<file path="config.mk">
export PLATFORM = sky130hd
export DESIGN_NAME = mul_ctrl
export DESIGN_NICKNAME = d
export VERILOG_FILES = /design/src/rtl/mul_ctrl.sv
export SDC_FILE = /design/constraint.sdc
export NUM_CORES = 1
export LEC_CHECK = 0
export ABC_AREA = 1
export BUFFER_PORTS_ARGS = -buffer_cell sky130_fd_sc_hd__buf_2
export CAP_MARGIN = 20
export CORE_ASPECT_RATIO = 0.6
export CORE_MARGIN = 3
export CORE_UTILIZATION = 35
export CTS_CLUSTER_DIAMETER = 120
export CTS_CLUSTER_SIZE = 28
export DETAILED_ROUTE_END_ITERATION = 16
export PLACE_DENSITY = 0.64
export SLEW_MARGIN = 20
export SYNTH_ARGS = -nofsm -noshare
export SYNTH_HDL_FRONTEND = slang
export SYNTH_SLANG_ARGS = --single-unit
</file>
<file path="constraint.sdc">
create_clock -name clk -period 2.45 [get_ports clk]
set_clock_uncertainty 0.05 [all_clocks]
set_input_delay 0.1225 -clock clk [delete_from_list [all_inputs] [get_ports clk]]
set_output_delay 0.1225 -clock clk [all_outputs]
set_load 0.05 [all_outputs]
</file>
<file path="src/rtl/mul_ctrl.sv">
// mul_ctrl: sequences one MUL-class op from EX through the iterative multiplier to WB,
// with a zero/illegal fast path, a one-entry result cache, a BUSY watchdog and flush.
module mul_ctrl #(
    parameter int         TIMEOUT_CYCLES = 80,
    parameter int         CNT_W          = 7,
    parameter bit         CACHE_EN       = 1'b1,
    parameter logic [8:0] INST_MUL       = 9'h1a0,
    parameter logic [8:0] INST_MULH      = 9'h1a1,
    parameter logic [8:0] INST_MULHU     = 9'h1a3,
    parameter logic [8:0] INST_MULW      = 9'h1b0
) (
    input  logic        clk,
    input  logic        rst,
    input  logic        ex_mul_valid,
    output logic        ex_mul_ready,
    input  logic [8:0]  ex_opcode,
    input  logic [63:0] ex_op1,
    input  logic [63:0] ex_op2,
    input  logic        ex_flush,
    output logic        wb_valid,
    input  logic        wb_ready,
    output logic [63:0] wb_result,
    output logic        mul_busy,
    output logic        timeout_err,
    output logic        mult_ready,
    output logic [8:0]  mult_opcode,
    output logic [63:0] mult_op1,
    output logic [63:0] mult_op2,
    input  logic        mult_finish,
    input  logic [63:0] product_val
);
    typedef enum logic [1:0] {IDLE, BUSY, COOL, RESP} state_t;
    state_t state, state_n;
    logic [CNT_W-1:0] cnt;
    logic [63:0] result, c_op1, c_op2, c_val;
    logic [8:0] c_opcode;
    logic c_valid, accept, legal, zero, hit, done, expire;
    assign ex_mul_ready = state == IDLE;
    assign wb_valid     = state == RESP;
    assign mult_ready   = state == BUSY;
    assign mul_busy     = state != IDLE;
    assign wb_result    = result;
    assign timeout_err  = expire;
    always_comb begin
        legal   = ex_opcode inside {INST_MUL, INST_MULH, INST_MULHU, INST_MULW};
        zero    = ex_op1 == '0 || ex_op2 == '0;
        hit     = CACHE_EN && c_valid && c_opcode == ex_opcode && c_op1 == ex_op1 && c_op2 == ex_op2;
        accept  = ex_mul_valid && ex_mul_ready && !ex_flush;
        done    = state == BUSY && mult_finish && !ex_flush;
        expire  = state == BUSY && !mult_finish && !ex_flush && cnt == CNT_W'(TIMEOUT_CYCLES - 1);
        state_n = state;
        case (state)
            IDLE:    state_n = accept ? ((!legal || zero || hit) ? RESP : BUSY) : IDLE;
            BUSY:    state_n = (done || expire) ? COOL : BUSY;
            COOL:    state_n = RESP;
            RESP:    state_n = wb_ready ? IDLE : RESP;
            default: state_n = IDLE;
        endcase
        if (ex_flush) state_n = IDLE;
    end
    always_ff @(posedge clk) begin
        if (rst) begin
            state       <= IDLE;
            cnt         <= '0;
            result      <= '0;
            mult_opcode <= '0;
            mult_op1    <= '0;
            mult_op2    <= '0;
            c_valid     <= 1'b0;
            c_opcode    <= '0;
            c_op1       <= '0;
            c_op2       <= '0;
            c_val       <= '0;
        end else begin
            state <= state_n;
            cnt   <= state == BUSY ? cnt + 1'b1 : '0;
            if (accept && (!legal || zero)) result <= '0;
            else if (accept && hit) result <= c_val;
            else if (accept) begin
                mult_opcode <= ex_opcode;
                mult_op1    <= ex_op1;
                mult_op2    <= ex_op2;
            end
            // a flushed or timed-out op never reaches the cache
            if (done) begin
                result   <= product_val;
                c_valid  <= 1'b1;
                c_opcode <= mult_opcode;
                c_op1    <= mult_op1;
                c_op2    <= mult_op2;
                c_val    <= product_val;
            end
            if (expire) result <= '0;
        end
    end
endmodule

</file>
==> results.sh <==
export IMPL_status="completed"
export IMPL_yosys_top_cells_count="nand2_1 (732), nor2_1 (519), inv_1 (509), dfxtp_1 (412), o21ai_0 (209)"
export IMPL_start_util=0.358
export IMPL_antenna_left=0
export IMPL_synth_area_leaders="dfxtp_1 (43%), nand2_1 (14%), nor2_1 (10%)"
export IMPL_hold_slack_ns=0.0328
export IMPL_wl_per_cell_um=16.6
export IMPL_fin_crit_ns=2.42
export IMPL_critPathLaunch="c_op2[14]$_SDFFE_PP0P_"
export IMPL_area_growth_pct=31.0
export IMPL_timing_rr_end="wb_result[0]$_SDFFE_PP0P_"
export IMPL_io_buffers=412
export IMPL_fin_util=0.468
export IMPL_synth_seq_area_share=0.434
export IMPL_fp_dieH_um=186
export IMPL_max_freq_ghz=0.413
export IMPL_layout_setup_ws_ns=0.0292
export IMPL_grt_setup_unrepaired="yes"
export IMPL_cp_common_cell="nand2_1"
export IMPL_path_cells="xnor2_1, buf_4, nand2_1, nor2_2, nand2_1, nor2_1, nand2_1, nor2_2, nand3_2, buf_6, nand3_4, clkbuf_16, and2_4, nor2_1"
export IMPL_track_usage=0.233
export IMPL_design_area_um2=24900
export IMPL_r2r_cells=14
export IMPL_synthCells=2920
export IMPL_cts_path_max_buffers=3
export IMPL_h_tree_depth=1
export IMPL_fill_cells=5368
export IMPL_yosysTopAreaCell="dfxtp_1"
export IMPL_clock_sinks=412
export IMPL_yosysTopAreaCellShare=0.434
export IMPL_synthDistinctLibCells=31
export IMPL_fin_crit_sh=0.988
export IMPL_fp_dieW_um=307
export IMPL_p_leak_nw=12.1
export IMPL_routabilityCongestion=0.912
export IMPL_min_from="ex_mul_valid"
export IMPL_irDropWorstVdd_uv=410
export IMPL_worstPathRequired_ns=2.85
export IMPL_crit_family="simple AND/OR/NAND/NOR gates"
export IMPL_setup_viol_count_final=0
export IMPL_worstSetupStartpointType="flip-flop"
export IMPL_synth_most_common_cell="nand2_1"
export IMPL_cp_depth=14
export IMPL_grt_max_degree=143
export IMPL_drt_iter0_drc=1780
export IMPL_path_class="flip-flop to flip-flop"
export IMPL_rr_startpoint="c_op2[14]$_SDFFE_PP0P_"
export IMPL_first_global_vias=17700
export IMPL_cap_violations=0
export IMPL_tightest_slew_ns=0.629
export IMPL_fin_cells=4188
export IMPL_p_total_mw=14.2
export IMPL_dominantRegCellSynth="dfxtp_1"
export IMPL_async_reset_ff_frac=0
export IMPL_dp_hpwl_um=49600
export IMPL_num_vias=19500
export IMPL_cp_endpoint="wb_result[0]$_SDFFE_PP0P_"
export IMPL_grt_first_pass_wirelength_um=105000
export IMPL_die_area_um2=57200
export IMPL_synth_edf_count=0
export IMPL_critPathMaxStageDelay_ns=0.34
export IMPL_overflow=0
export IMPL_ioPinCount=413
export IMPL_cts_buffers=18
export IMPL_routed_via_density=4.66
export IMPL_cp_num_buf_inv=3
export IMPL_hold_violations=0
export IMPL_tns_ns=0
export IMPL_cp_max_fo=8
export IMPL_drc=0
export IMPL_core_area_um2=53100
export IMPL_cts_tree="built"
export IMPL_synth_area_um2=19000
export IMPL_clockRootBuffer="clkbuf_16"
export IMPL_worst_path_max_delay_cell="dfxtp_1"
export IMPL_endpoint_kind="flip-flop"
export IMPL_fin_nets=3688
export IMPL_pre_cts_slack_ns=-0.0129
export IMPL_synth_avg_cell_area_um2=6.50
export IMPL_yosys_warnings=0
export IMPL_drive_gt1_frac=0.161
export IMPL_maxSlewViolCount=0
export IMPL_synth_nets=3128
export IMPL_reg2reg_slack_ns=0.03
export IMPL_power_density_nw_per_um2=572
export IMPL_insertion_delay_ns=0.56
export IMPL_dpl_cell_count=3954
export IMPL_critPathArrivalTime_ns=2.82
export IMPL_antenna_found_initial=5
export IMPL_slew_headroom=0.581
export IMPL_place_area_um2=22100
export IMPL_min_path_type="input port to flip-flop"
export IMPL_routed_wl_um=69600
export IMPL_dr_pass1_iters=6
export IMPL_rows=65
export IMPL_path_clk_slew_ns=0.11
export IMPL_ys_seq_elements=412
## worst min path at each step
stage	endpoint	depth (start not counted)
2_1_floorplan	mult_op1[0]$_SDFFE_PP0P_	2
3_3_place_gp	mult_op2[61]$_SDFFE_PP0P_	3
3_5_place_dp	mult_op2[22]$_SDFFE_PP0P_	3
4_1_cts	state[0]$_SDFF_PP0_	4
5_1_grt	state[0]$_SDFF_PP0_	4
6_report	state[0]$_SDFF_PP0_	4
## layout by cell type (no fill, tap or decap), drive strengths merged, types with 2 or more instances in the layout
master       count
a21oi          144
and2            55
buf            485
clkbuf          23
dfxtp          412
diode            5
dlygate4sd3    198
inv            515
nand2          734
nand3           29
nand4           78
nor2           520
nor3            11
nor3b            2
o21ai          212
o22ai            3
xnor2           47
xor2             8
## tightest hold or removal path: stages
cell and delay [ns]:
buf_2 0.09, nand2_2 0.06, nor2_4 0.17, o31a_1 0.16
## layer usage
layer / track usage / share of wire / vias up
met2: 0.335 / 0.41 / 747
met1: 0.354 / 0.48 / 8788
met5: 0 / 0 / -
met3: 0.0370 / 0.077 / 117
met4: 0.0671 / 0.031 / 0
li1: - / - / 9865
## state kept, by name (all words and copies together), names as in the netlist, 9 cells and up
| name | flops |
|---|---|
| c_op2 | 64 |
| wb_result | 64 |
| mult_op2 | 64 |
| mult_op1 | 64 |
| c_val | 64 |
| c_opcode | 9 |
| c_op1 | 64 |
| mult_opcode | 9 |
## cell families after synthesis
| kind of cell | synth area share |
|---|---|
| flops | 0.434 |
| compound gates | 0.0957 |
| xor+xnor | 0.0254 |
| fa+ha+maj | 0.000659 |
| buf+inv | 0.139 |
| simple gates | 0.305 |
## final cells by class
class,count,area (um^2),area share
multi-input cells,1847,8280,0.333
repair buffers,687,5020,0.202
diodes,5,12.5,0.000503
well taps,703,880,0.0354
inverters,514,1940,0.0779
clock buffers,19,475,0.0191
clock inverters,1,8.76,0.000352
flip-flops and latches,412,8260,0.332
## repair_timing
item	4_1_cts	5_1_grt
setup endpoints to repair	107	198
resized for setup	1	53
endpoints found under the hold margin	231	0
setup buffers	0	4
hold buffers	198	0
cloned	0	7
pin swaps	0	10
## power by group
part / leakage (nW) / switching [mW] / internal (mW)
logic: 8.48 / 2.24 / 1.09
registers: 3.36 / 0.180 / 7.01
clock network: 0.239 / 2.29 / 1.42
total: 12.1 / 4.71 / 9.51
(Power assumes the default switching activity.)
